$ cat src/rtl/botoes_debouncer_if.sv
// botoes_debouncer_if: button inputs and debounced press outputs of the debouncer
interface botoes_debouncer_if #(
    parameter int N_BOTOES = 8
);
    logic                enable;
    logic [N_BOTOES-1:0] botoes_raw;
    logic [N_BOTOES-1:0] botoes_pulso;
    logic [N_BOTOES-1:0] botoes_estavel;
    logic                algum_pulso;
    modport master (output enable, botoes_raw, input botoes_pulso, botoes_estavel, algum_pulso);
    modport slave (input enable, botoes_raw, output botoes_pulso, botoes_estavel, algum_pulso);
endinterface

$ cat src/rtl/botoes_debouncer.sv
// botoes_debouncer: per-button debounce FSMs producing one clean pulse per press
module botoes_debouncer #(
    parameter int N_BOTOES   = 8,
    parameter int TICK_DIV   = 50000,
    parameter int DEB_TICKS  = 10,
    parameter int ACTIVE_LOW = 1
) (
    input logic clk,
    input logic rst,
    botoes_debouncer_if.slave bus
);
    localparam int TW = $clog2(TICK_DIV);
    localparam int CW = $clog2(DEB_TICKS);
    localparam logic [TW-1:0] T_LAST = TW'(TICK_DIV - 1);
    localparam logic [CW-1:0] C_LAST = CW'(DEB_TICKS - 1);
    typedef enum logic [1:0] {IDLE, DEB_P, HELD, DEB_R} state_t;
    logic [N_BOTOES-1:0] s1;
    logic [N_BOTOES-1:0] sync;
    logic [N_BOTOES-1:0] pulso_n;
    logic [TW-1:0] tcnt;
    logic tick;
    state_t st [N_BOTOES];
    logic [CW-1:0] cnt [N_BOTOES];
    assign tick = tcnt == T_LAST;
    // two-flop synchronizer with polarity folded in, so 1 always means pressed
    always_ff @(posedge clk or posedge rst)
        if (rst) begin
            s1   <= '0;
            sync <= '0;
        end else begin
            s1   <= ACTIVE_LOW != 0 ? ~bus.botoes_raw : bus.botoes_raw;
            sync <= s1;
        end
    // free-running prescaler shared by all buttons
    always_ff @(posedge clk or posedge rst)
        if (rst) tcnt <= '0;
        else tcnt <= tick ? '0 : tcnt + 1'b1;
    // a press is accepted on the tick that completes the DEB_P window
    always_comb begin
        pulso_n = '0;
        for (int i = 0; i < N_BOTOES; i++)
            pulso_n[i] = bus.enable && st[i] == DEB_P && sync[i] && tick && cnt[i] == C_LAST;
    end
    // per-button debounce FSMs; level changes take priority over the tick
    always_ff @(posedge clk or posedge rst)
        if (rst) begin
            for (int i = 0; i < N_BOTOES; i++) begin
                st[i]  <= IDLE;
                cnt[i] <= '0;
            end
            bus.botoes_pulso   <= '0;
            bus.botoes_estavel <= '0;
            bus.algum_pulso    <= 1'b0;
        end else begin
            bus.botoes_pulso <= pulso_n;
            bus.algum_pulso  <= |pulso_n;
            for (int i = 0; i < N_BOTOES; i++) begin
                case (st[i])
                    IDLE: if (sync[i]) begin
                        st[i]  <= DEB_P;
                        cnt[i] <= '0;
                    end
                    DEB_P: if (!sync[i]) begin
                        st[i]  <= IDLE;
                        cnt[i] <= '0;
                    end else if (tick && cnt[i] == C_LAST) begin
                        st[i]                 <= HELD;
                        bus.botoes_estavel[i] <= 1'b1;
                    end else if (tick) cnt[i] <= cnt[i] + 1'b1;
                    HELD: if (!sync[i]) begin
                        st[i]  <= DEB_R;
                        cnt[i] <= '0;
                    end
                    default: if (sync[i]) st[i] <= HELD;
                    else if (tick && cnt[i] == C_LAST) begin
                        st[i]                 <= IDLE;
                        bus.botoes_estavel[i] <= 1'b0;
                    end else if (tick) cnt[i] <= cnt[i] + 1'b1;
                endcase
            end
        end
endmodule

$ cat src/flat_wrapper.sv
// flat-port wrapper written by rule: the top's interface ports become plain ports
module botoes_debouncer_flat 
#(
    parameter int N_BOTOES   = 8,
    parameter int TICK_DIV   = 50000,
    parameter int DEB_TICKS  = 10,
    parameter int ACTIVE_LOW = 1
)
  (clk, rst, bus_enable, bus_botoes_raw, bus_botoes_pulso, bus_botoes_estavel, bus_algum_pulso);
  botoes_debouncer_if #(.N_BOTOES(N_BOTOES)) bus_i ();
  input logic clk;
  input logic rst;
  input wire logic [$bits(bus_i.enable)-1:0] bus_enable;
  input wire logic [$bits(bus_i.botoes_raw)-1:0] bus_botoes_raw;
  output wire logic [$bits(bus_i.botoes_pulso)-1:0] bus_botoes_pulso;
  output wire logic [$bits(bus_i.botoes_estavel)-1:0] bus_botoes_estavel;
  output wire logic [$bits(bus_i.algum_pulso)-1:0] bus_algum_pulso;
  assign bus_i.enable = bus_enable;
  assign bus_i.botoes_raw = bus_botoes_raw;
  assign bus_botoes_pulso = bus_i.botoes_pulso;
  assign bus_botoes_estavel = bus_i.botoes_estavel;
  assign bus_algum_pulso = bus_i.algum_pulso;
  botoes_debouncer #(.N_BOTOES(N_BOTOES), .TICK_DIV(TICK_DIV), .DEB_TICKS(DEB_TICKS), .ACTIVE_LOW(ACTIVE_LOW)) u_core (.clk(clk), .rst(rst), .bus(bus_i));
endmodule
$ cat config.mk
export PLATFORM = sky130hd
export DESIGN_NAME = botoes_debouncer_flat
export DESIGN_NICKNAME = d
export VERILOG_FILES = /design/src/rtl/botoes_debouncer_if.sv /design/src/rtl/botoes_debouncer.sv /design/src/flat_wrapper.sv
export SDC_FILE = /design/constraint.sdc
export NUM_CORES = 1
export LEC_CHECK = 0
export BUFFER_PORTS_ARGS = -buffer_cell sky130_fd_sc_hd__buf_2
export CORE_MARGIN = 2
export CORE_UTILIZATION = 55
export CTS_CLUSTER_DIAMETER = 40
export DETAILED_ROUTE_END_ITERATION = 8
export PLACE_DENSITY = 0.79
export SYNTH_ARGS = -nofsm -noshare
export SYNTH_HDL_FRONTEND = slang
export SYNTH_SLANG_ARGS = --single-unit
$ cat constraint.sdc
create_clock -name clk -period 5.7 [get_ports clk]
set_input_delay 1.14 -clock clk [delete_from_list [all_inputs] [get_ports clk]]
set_output_delay 1.14 -clock clk [all_outputs]
set_load 0.01 [all_outputs]
==> reports/results.ini, run 1 <==
[power_and_ir_drop]
p_switching_mw=0.441
swShare=0.304
p_leak_nw=2.60
p_per_area_nw_per_um2=254
power_frac_clock=0.301
p_seq_frac=0.553
intPower_mw=1.01
ir_worst_vdd_mv=0.164
p_comb_frac=0.146

[final_layout]
areaGrowthSynthToFinish_pct=6.79
final_util=0.597
nFillCells=787
fin_nets=616
final_layout_size_suffix_gt1_frac=0.108
diodes=0
fin_area_um2=5720

[synth]
synthTopCellsByArea=dfrtp_1, ha_1, nand2_1
syn_inst=569
yosysTopAreaCellShare=0.453
synth_most_common_cell=dfrtp_1
ys_warn_count=0
synth_commonest_cells=dfrtp_1, nand2_1, nor2_1, o21ai_0, inv_1
synth-seq-cells=97
ys_seq_area_frac=0.453
synth_top_area_cell=dfrtp_1
synthDistinctLibCells=68
async_flop_share=1.00
synth_area_um2=5360
synth_flop_cell=dfrtp_1
synth_nets=605
synth-edff-count=0
syn_area_per_cell_um2=9.42

[critical_path]
cp_max_fo=21
crit_chain=ha_1 -> and3_1 -> nand4_1 -> or3_1 -> o32ai_1 -> a211o_1
critPathCapture=u_core.cnt[28]$_DFFE_PP0P_
startpoint=u_core.tcnt[0]$_DFF_PP0_
regToRegStartpoint=u_core.tcnt[0]$_DFF_PP0_
arrival_ns=2.97
cp.required_ns=6.02
r2r_end=u_core.cnt[28]$_DFFE_PP0P_
critPathLaunchType=flop
slowest_stage=nand4_1
worstSetupPathType=flop to flop
max_stage_delay_ns=0.74
worstRegToRegCells=6
endpoint_kind=flop
rrSetupSlack_ns=3.04

[routing]
drt-wirelength-per-cell_um=14.9
routed_via_density=5.96
antenna_left=0
first_pass_iters=5
drtIter0Drc=209
vias=4277
route.detailed.drc=0
wl_mm=10.7

[global_routing]
antenna_found_initial=0
gr-total-overflow=0
grt_max_degree=52
grt_use_total=0.219
grt_pass1_vias=4020
grt_pass1_wl_mm=18.2

[timing]
fin_crit_ns=2.66
hold_violations=0
slew_viol_final=0
setup_viol=0
fin_skew_ns=0.00750
rsz0062_at_grt=false
worstMarginPinSlew_ns=0.908
period_share=0.466
fmax_ghz=0.377
tns_ns=0
relSlewSlack=0.393

[floorplan]
die_area_um2=10600
fp.dieW_um=103
core_um2=9590
die_h_um=103
start_util=0.559
row_count=36
num_io_pins=28

[clock_network]
numCtsBuffers=9
cts-root-buf=clkbuf_8
cts_tree=yes
post_cts_resized=0
htree_levels=3
clock-sinks=97
cts_setup_buffers=0
hold_buffers=0
cts_buffer_depth=2
clkTransAtPathRegs_ns=0.09
clk_latency_ns=0.37

[place]
port_buffers=27
routabilityCongestion=0.914
hpwl_mm=7.46
dpl_cell_area_um2=5540

[flow_run]
cap_violations=0

[min_path]
min-delay-path-class=flop to flop

[status]
status=complete, no violations

==> per-stage QoR <==
step | instances | setup slack [ns] | hold WS [ns] | power, mW
floorplan | 569 | 2.03 | 0.331 | 0.976
global placement | 702 | 3.11 | 0.332 | 1.01
detailed placement | 702 | 3.03 | 0.336 | 1.02
CTS | 718 | 3.03 | 0.358 | 1.46
global route | 718 | 2.77 | 0.363 | 1.54
finish | 718 | 3.04 | 0.354 | 1.45
==> layout make-up <==
class                           count  area, µm²  share of cell area
Clock inverter                      4       53.8             0.00940
Multi-Input combinational cell    412       2670               0.467
Sequential cell                    97       2430               0.424
Tap cell                          133        166              0.0291
Timing Repair Buffer               29        150              0.0262
Clock buffer                       12        135              0.0236
Inverter                           31        119              0.0208
==> state kept, by name, indices dropped and copies added, names as in the netlist, named ones only <==
register                   cells
u_core.bus.algum_pulso         1
u_core.cnt                    32
u_core.bus.botoes_estavel      8
u_core.bus.botoes_pulso        8
u_core.s1                      8
u_core.st                      8
u_core.sync                    8
u_core.tcnt                   16
==> worst max-delay path, delay by kind of cell (launching register included) <==
kind	cells	cell delay (ns)
AND/OR/NAND/NOR	3	1.63
flip-flops	1	0.40
AO/OA/AOI/OAI	2	0.38
adder cells (fa/ha/maj)	1	0.19
==> how the worst min path moves through the flow <==
stage	start	end	slack [ns]	cells after the start
floorplan	u_core.s1[0]$_DFF_PP0_	u_core.sync[0]$_DFF_PP0_	0.33	0
global placement	u_core.s1[3]$_DFF_PP0_	u_core.sync[3]$_DFF_PP0_	0.33	0
detailed placement	u_core.s1[7]$_DFF_PP0_	u_core.sync[7]$_DFF_PP0_	0.34	0
CTS	u_core.s1[7]$_DFF_PP0_	u_core.sync[7]$_DFF_PP0_	0.36	0
global route	u_core.s1[1]$_DFF_PP0_	u_core.sync[1]$_DFF_PP0_	0.36	0
finish	u_core.s1[7]$_DFF_PP0_	u_core.sync[7]$_DFF_PP0_	0.35	0
==> placed cells by master, fill, tap and decap left out, drive strengths merged, types with 4 or more instances in the layout <==
master / synthesis / routed
ha: 25 / 25
nor2b: 8 / 8
o211ai: 10 / 10
nor4: 5 / 5
clkbuf: 18 / 12
a31oi: 17 / 17
nand2: 58 / 58
a211o: 7 / 7
o21ai: 42 / 42
nand3: 21 / 21
xor2: 7 / 7
o221ai: 7 / 7
a2111oi: 4 / 4
a211oi: 8 / 8
nand4b: 5 / 5
inv: 30 / 30
nor4b: 6 / 6
and2: 5 / 5
o31ai: 5 / 5
nor2: 48 / 48
nor3: 12 / 12
or2: 10 / 10
a21oi: 17 / 17
nand4: 8 / 8
nand2b: 10 / 10
buf: 11 / 29
xnor2: 10 / 10
and3: 8 / 8
dfrtp: 97 / 97
==> power by group through the flow <==
stage	logic [mW]	registers, mW	clock network, mW
3_5_place_dp	0.211	0.814	0
3_3_place_gp	0.201	0.810	0
5_1_grt	0.247	0.813	0.482
4_1_cts	0.212	0.800	0.451
6_report	0.212	0.802	0.437
2_1_floorplan	0.222	0.754	0
==> logic make-up (layout without fill, tap and decap cells) <==
logic type	count (synthesis)	count (layout)	share of synthesized area
fa+ha+maj	25	25	0.0584
buf+inv	60	76	0.0485
simple gates	220	220	0.222
mux	2	2	0.00373
xor+xnor	17	17	0.0278
compound gates	148	148	0.187
flops	97	97	0.453
==> routing by layer <==
metal,GRT usage,routed length [µm]
met1,0.280,4870
met2,0.375,5330
met3,0.0502,388
met4,0.0595,112
met5,0,0
No activity file was read; power rests on OpenSTA's default activity.
==> run 2: changes to the inputs <==
Settings changed: ABC_AREA set to 1.
Clock period 5.7 ns to 2.5 ns, I/O delays scaled along.
==> reports/results.ini, run 2 <==
[power_and_ir_drop]
p_seq_frac=0.455  ; was 0.553
swShare=0.388  ; was 0.304
ir_worst_vdd_mv=0.408  ; was 0.164 mV
p_leak_nw=3.20  ; was 2.60 nW
p_comb_frac=0.308  ; was 0.146
intPower_mw=2.50  ; was 1.01 mW
p_per_area_nw_per_um2=710  ; was 254 nW/µm²
p_switching_mw=1.59  ; was 0.441 mW
power_frac_clock=0.237  ; was 0.301

[place]
hpwl_mm=7.47  ; was 7.46 mm
routabilityCongestion=0.831  ; was 0.914
port_buffers=27  ; unchanged

[synth]
synthTopCellsByArea=dfrtp_1, nand2_1, inv_1  ; was dfrtp_1, ha_1, nand2_1
synth-edff-count=0  ; unchanged
synth_top_area_cell=dfrtp_1  ; unchanged
yosysTopAreaCellShare=0.461  ; was 0.453
ys_seq_area_frac=0.461  ; was 0.453
synth_commonest_cells=nand2_1, inv_1, dfrtp_1, nor2_1, nand3_1  ; was dfrtp_1, nand2_1, nor2_1, o21ai_0, inv_1
syn_inst=667  ; was 569
synth_nets=703  ; was 605
synthDistinctLibCells=30  ; was 68
ys_warn_count=0  ; unchanged
async_flop_share=1.00  ; unchanged
synth-seq-cells=97  ; unchanged
synth_most_common_cell=nand2_1  ; was dfrtp_1
synth_flop_cell=dfrtp_1  ; unchanged
syn_area_per_cell_um2=7.90  ; was 9.42 µm²
synth_area_um2=5270  ; was 5360 µm²

[critical_path]
critPathMostFrequentCell=nand2_1
slowest_stage=dfrtp_1  ; was nand4_1
critPathLaunchType=flop  ; unchanged
endpoint_kind=flop  ; unchanged
cp.required_ns=2.75  ; was 6.02 ns
max_stage_delay_ns=0.38  ; was 0.74 ns
cp_max_fo=16  ; was 21
arrival_ns=2.26  ; was 2.97 ns
worstSetupPathType=flop to flop  ; unchanged
crit_chain=ha_1 -> nand3_1 -> nor2_2 -> nand2_4 -> inv_2 -> nand2_1 -> o21ai_1 -> nand2_1 -> nand2_1 -> nand2_1  ; was ha_1 -> and3_1 -> nand4_1 -> or3_1 -> o32ai_1 -> a211o_1
worstRegToRegCells=10  ; was 6

[timing]
tns_ns=0  ; unchanged
hold_violations=0  ; unchanged
fin_skew_ns=0.0104  ; was 0.00750 ns
fmax_ghz=0.499  ; was 0.377 GHz
worstMarginPinSlew_ns=0.597  ; was 0.908 ns
rsz0062_at_grt=false  ; unchanged
relSlewSlack=0.598  ; was 0.393
period_share=0.802  ; was 0.466
slew_viol_final=0  ; unchanged
fin_crit_ns=2.01  ; was 2.66 ns
setup_viol=0  ; unchanged

[routing]
drt-wirelength-per-cell_um=12.0  ; was 14.9 µm
first_pass_iters=5  ; unchanged
vias=4207  ; was 4277
antenna_left=0  ; unchanged
wl_mm=10.1  ; was 10.7 mm
route.detailed.drc=0  ; unchanged
drtIter0Drc=163  ; was 209
routed_via_density=5.01  ; was 5.96

[clock_network]
cts_buffer_depth=2  ; unchanged
clock-sinks=97  ; unchanged
cts-root-buf=clkbuf_8  ; unchanged
post_cts_resized=0  ; unchanged
cts_setup_buffers=0  ; unchanged
hold_buffers=0  ; unchanged
numCtsBuffers=9  ; unchanged
clkTransAtPathRegs_ns=0.09  ; about the same
cts_tree=yes  ; unchanged
htree_levels=3  ; unchanged
clk_latency_ns=0.36  ; was 0.37 ns

[final_layout]
fin_nets=741  ; was 616
diodes=0  ; unchanged
final_layout_size_suffix_gt1_frac=0.0986  ; was 0.108
reg_top3=u_core.cnt x32, u_core.tcnt x16  ; unchanged
nFillCells=817  ; was 787
seqCellArea_um2=2430  ; unchanged
mostFrequentLayoutCells=nand2_1, inv_1, dfrtp_1  ; was dfrtp_1, nand2_1, nor2_1
multi_input_area_um2=2350  ; was 2670 µm²
top_register=u_core.cnt  ; unchanged
final_util=0.621  ; was 0.597
final_common_cell=nand2_1  ; was dfrtp_1
largest_reg_flops=32  ; unchanged
areaGrowthSynthToFinish_pct=9.41  ; was 6.79%

[global_routing]
gr-total-overflow=0  ; unchanged
grt_pass1_wl_mm=17.5  ; was 18.2 mm
antenna_found_initial=0  ; unchanged
grt_use_total=0.212  ; was 0.219
grt_max_degree=98  ; was 52
grt_pass1_vias=4099  ; was 4020

[floorplan]
die_h_um=102  ; was 103 µm
core_um2=9280  ; was 9590 µm²
die_area_um2=10400  ; was 10600 µm²
fp.dieW_um=102  ; was 103 µm
num_io_pins=28  ; unchanged
row_count=35  ; was 36
start_util=0.567  ; was 0.559

[flow_run]
cap_violations=0  ; unchanged

[min_path]
min-delay-path-class=input pin to asynchronous set/reset pin  ; was flop to flop

[status]
status=complete, no violations  ; unchanged

[run 2: power groups by stage]
stage               registers (mW)  clock network (mW)  logic [mW]
finish                        1.86               0.969        1.26
global route                  1.88                1.06        1.47
CTS                           1.86               0.994        1.26
detailed placement            1.89                   0        1.25
global placement              1.88                   0        1.18
floorplan                     1.85                   0        1.01
[run 2: per-layer routing]
layer	vias to the layer above	GRT usage	routed length, µm
li1	2159	-	-
met1	1980	0.266	4460
met2	54	0.364	5120
met3	14	0.0417	315
met4	0	0.0821	175
met5	-	0	0
[run 2: area by class of cell]
class	instances	area share
clock buffer	9	0.0215
inverter	125	0.0821
multi-input combinational	442	0.407
clock inverter	7	0.0104
timing repair buffer	30	0.0295
sequential	97	0.421
tap	129	0.0280
[run 2: cell families (layout without fill, tap and decap cells)]
logic type               after synthesis  count (layout)  share of synthesized area
adder cells (fa/ha/maj)               25              25                     0.0594
flip-flops                            97              97                      0.461
XOR/XNOR                              23              23                     0.0382
AO/OA/AOI/OAI                         79              79                     0.0827
AND/OR/NAND/NOR                      315             315                      0.265
buffers and inverters                128             171                     0.0936
[run 2: critical path, delay by kind of cell, from the launching register on]
| kind | cells | cell delay, ns |
|---|---|---|
| buffers and inverters | 1 | 0.27 |
| flip-flops | 1 | 0.38 |
| adder cells (fa/ha/maj) | 1 | 0.19 |
| AO/OA/AOI/OAI | 1 | 0.15 |
| AND/OR/NAND/NOR | 7 | 0.91 |
[run 2: path summary, 6_finish.rpt]
check	from	end	slack (ns)
worst max-delay path	u_core.tcnt[0]$_DFF_PP0_	flop	0.49
worst max register to register	u_core.tcnt[0]$_DFF_PP0_	flop	0.49
worst min register to register	u_core.s1[5]$_DFF_PP0_	u_core.sync[5]$_DFF_PP0_	0.36
min in group clk	bus_botoes_raw[0]	u_core.s1[0]$_DFF_PP0_	0.26
worst min-delay path	rst	u_core.s1[3]$_DFF_PP0_	0.26
max in group asynchronous	rst	u_core.sync[6]$_DFF_PP0_	1.85
[run 2: through the flow]
step                instance area [µm²]  std cells  setup WS, ns  hold slack (ns)  total power, mW
global route                       5760        839         0.283            0.239             4.41
floorplan                          5270        667         0.852            0.331             2.86
detailed placement                 5580        823         0.494            0.340             3.14
CTS                                5760        839         0.482            0.244             4.12
global placement                   5580        823         0.575            0.333             3.06
finish                             5760        839         0.494            0.262             4.09
==> run 3: changes to the inputs <==
Clock period 2.5 ns to 1.9 ns, I/O delays scaled along.
==> reports/results.ini, run 3 (synthesis gave the netlist of run 2 again) <==
[flow_run]
cap_violations=0  ; unchanged

[place]
routabilityCongestion=0.867  ; was 0.831
port_buffers=27  ; unchanged
dp_slack_ns=0.0297  ; was 0.494 ns
hpwl_mm=7.30  ; was 7.47 mm
dp_cells=827  ; was 823
dpl_cell_area_um2=5620  ; was 5580 µm²

[global_routing]
grt_pass1_vias=4158  ; was 4099
grt_use_total=0.206  ; was 0.212
grt_max_degree=51  ; was 98
met3_usage=0.0458  ; was 0.0417
grt-busiest-layer=met2  ; unchanged
met1_usage=0.251  ; was 0.266
grt_pass1_wl_mm=17.1  ; was 17.5 mm
antenna_found_initial=0  ; unchanged
grt.met2_usage=0.359  ; was 0.364
gr-total-overflow=0  ; unchanged

[floorplan]
row_count=35  ; unchanged
die_area_um2=10400  ; unchanged
core_um2=9280  ; unchanged
num_io_pins=28  ; unchanged
fp.dieW_um=102  ; unchanged
start_util=0.567  ; unchanged
die_h_um=102  ; unchanged

[clock_network]
htree_levels=3  ; unchanged
clock-sinks=97  ; unchanged
cts_buffer_depth=2  ; unchanged
numCtsBuffers=9  ; unchanged
cts_setup_buffers=0  ; unchanged
cts_tree=yes  ; unchanged
clkTransAtPathRegs_ns=0.09  ; about the same
cts-root-buf=clkbuf_8  ; unchanged
clk_latency_ns=0.36  ; about the same

[final_layout]
largest_reg_flops=32  ; unchanged
diodes=0  ; unchanged
areaGrowthSynthToFinish_pct=10.6  ; was 9.41%
fin_area_um2=5830  ; was 5760 µm²
nFillCells=803  ; was 817
final_util=0.628  ; was 0.621
final_layout_size_suffix_gt1_frac=0.103  ; was 0.0986
fin_nets=746  ; was 741
final_common_cell=nand2_1  ; unchanged
mostFrequentLayoutCells=nand2_1, inv_1, dfrtp_1  ; unchanged
final_cells=844  ; was 839
top_register=u_core.cnt  ; unchanged
reg_top3=u_core.cnt x32, u_core.tcnt x16  ; unchanged

[critical_path]
max_stage_delay_ns=0.38  ; about the same
arrival_ns=2.04  ; was 2.26 ns
slowest_stage=dfrtp_1  ; unchanged
path_delay_family=simple AND/OR/NAND/NOR gates  ; unchanged
cp_num_buf_inv=2  ; was 1
cp.required_ns=2.16  ; was 2.75 ns
worstRegToRegCells=11  ; was 10
rrSetupSlack_ns=0.12  ; was 0.49 ns
worstSetupPathType=flop to flop  ; unchanged
critPathMostFrequentCell=nand2_1  ; unchanged
crit_chain=ha_1 -> nand3_2 -> nor2_4 -> nand2_4 -> buf_4 -> nor2_2 -> inv_2 -> nand2_1 -> nand2_1 -> nand2_1 -> o21ai_1  ; was ha_1 -> nand3_1 -> nor2_2 -> nand2_4 -> inv_2 -> nand2_1 -> o21ai_1 -> nand2_1 -> nand2_1 -> nand2_1
cp_max_fo=8  ; was 16
endpoint_kind=flop  ; unchanged
critPathLaunchType=flop  ; unchanged
path_depth=11  ; was 10
regToRegStartpoint=u_core.tcnt[0]$_DFF_PP0_  ; unchanged

[timing]
fin_crit_ns=1.78  ; was 2.01 ns
tns_ns=0  ; unchanged
relSlewSlack=0.686  ; was 0.598
hold_violations=0  ; unchanged
worstMarginPinSlew_ns=0.471  ; was 0.597 ns
layout_setup_ws_ns=0.122  ; was 0.494 ns
fin_skew_ns=0.00683  ; was 0.0104 ns
period_share=0.936  ; was 0.802
fmax_ghz=0.563  ; was 0.499 GHz
setup_viol=0  ; unchanged
rsz0062_at_grt=false  ; unchanged
holdWs_ns=0.141  ; was 0.262 ns
slew_viol_final=0  ; unchanged

[routing]
first_pass_iters=4  ; was 5
route.detailed.drc=0  ; unchanged
drt-wirelength-per-cell_um=11.6  ; was 12.0 µm
wl_mm=9.76  ; was 10.1 mm
drtIter0Drc=192  ; was 163
antenna_left=0  ; unchanged
routed_via_density=5.01  ; about the same
vias=4226  ; was 4207

[min_path]
whs_path_depth=2
min-delay-path-class=input pin to flop  ; was input pin to asynchronous set/reset pin
holdPathEnd=u_core.s1[3]$_DFF_PP0_
min-delay-start=bus_botoes_raw[3]

[power_and_ir_drop]
ir_worst_vdd_mv=0.596  ; was 0.408 mV
p_leak_nw=3.22  ; was 3.20 nW
p_total_mw=5.36  ; was 4.09 mW
p_per_area_nw_per_um2=920  ; was 710 nW/µm²

[status]
status=complete, no violations  ; unchanged

run 3: power breakdown:
part	switching [mW]	internal [mW]	leakage [nW]
registers	0.181	2.26	1.27
clock network	0.702	0.549	0.0928
logic	1.12	0.549	1.86
total	2.00	3.36	3.22
run 3: metal layers:
metal | up-vias | part of all wire
li1 | 2169 | -
met3 | 17 | 0.046
met1 | 1974 | 0.44
met5 | - | 0
met2 | 66 | 0.50
met4 | 0 | 0.018
run 3: area by class of cell:
class                   count  area [µm²]  share of cell area
flip-flops and latches     97        2430               0.416
clock buffers              12         155              0.0266
repair buffers             35         223              0.0382
well taps                 129         161              0.0277
multi-input cells         442        2360               0.405
inverters                 125         473              0.0812
clock inverters             4        26.3             0.00451
run 3: worst max-delay path by stage:
stage | start | end | slack [ns]
after floorplan | u_core.tcnt[0]$_DFF_PP0_ | u_core.cnt[9]$_DFFE_PP0P_ | 0.31
after global placement | u_core.tcnt[0]$_DFF_PP0_ | flop | 0.14
after detailed placement | u_core.tcnt[0]$_DFF_PP0_ | flop | 0.03
after CTS | u_core.tcnt[0]$_DFF_PP0_ | flop | 0.03
after global routing | u_core.tcnt[0]$_DFF_PP0_ | flop | 0.007
final | u_core.tcnt[0]$_DFF_PP0_ | flop | 0.12
run 3: repair_timing:
action | in CTS | in global routing
endpoints found under the hold margin | 8 | 0
gates resized for setup | 0 | 3
endpoints found under the setup margin | 0 | 29
hold buffers | 1 | 0
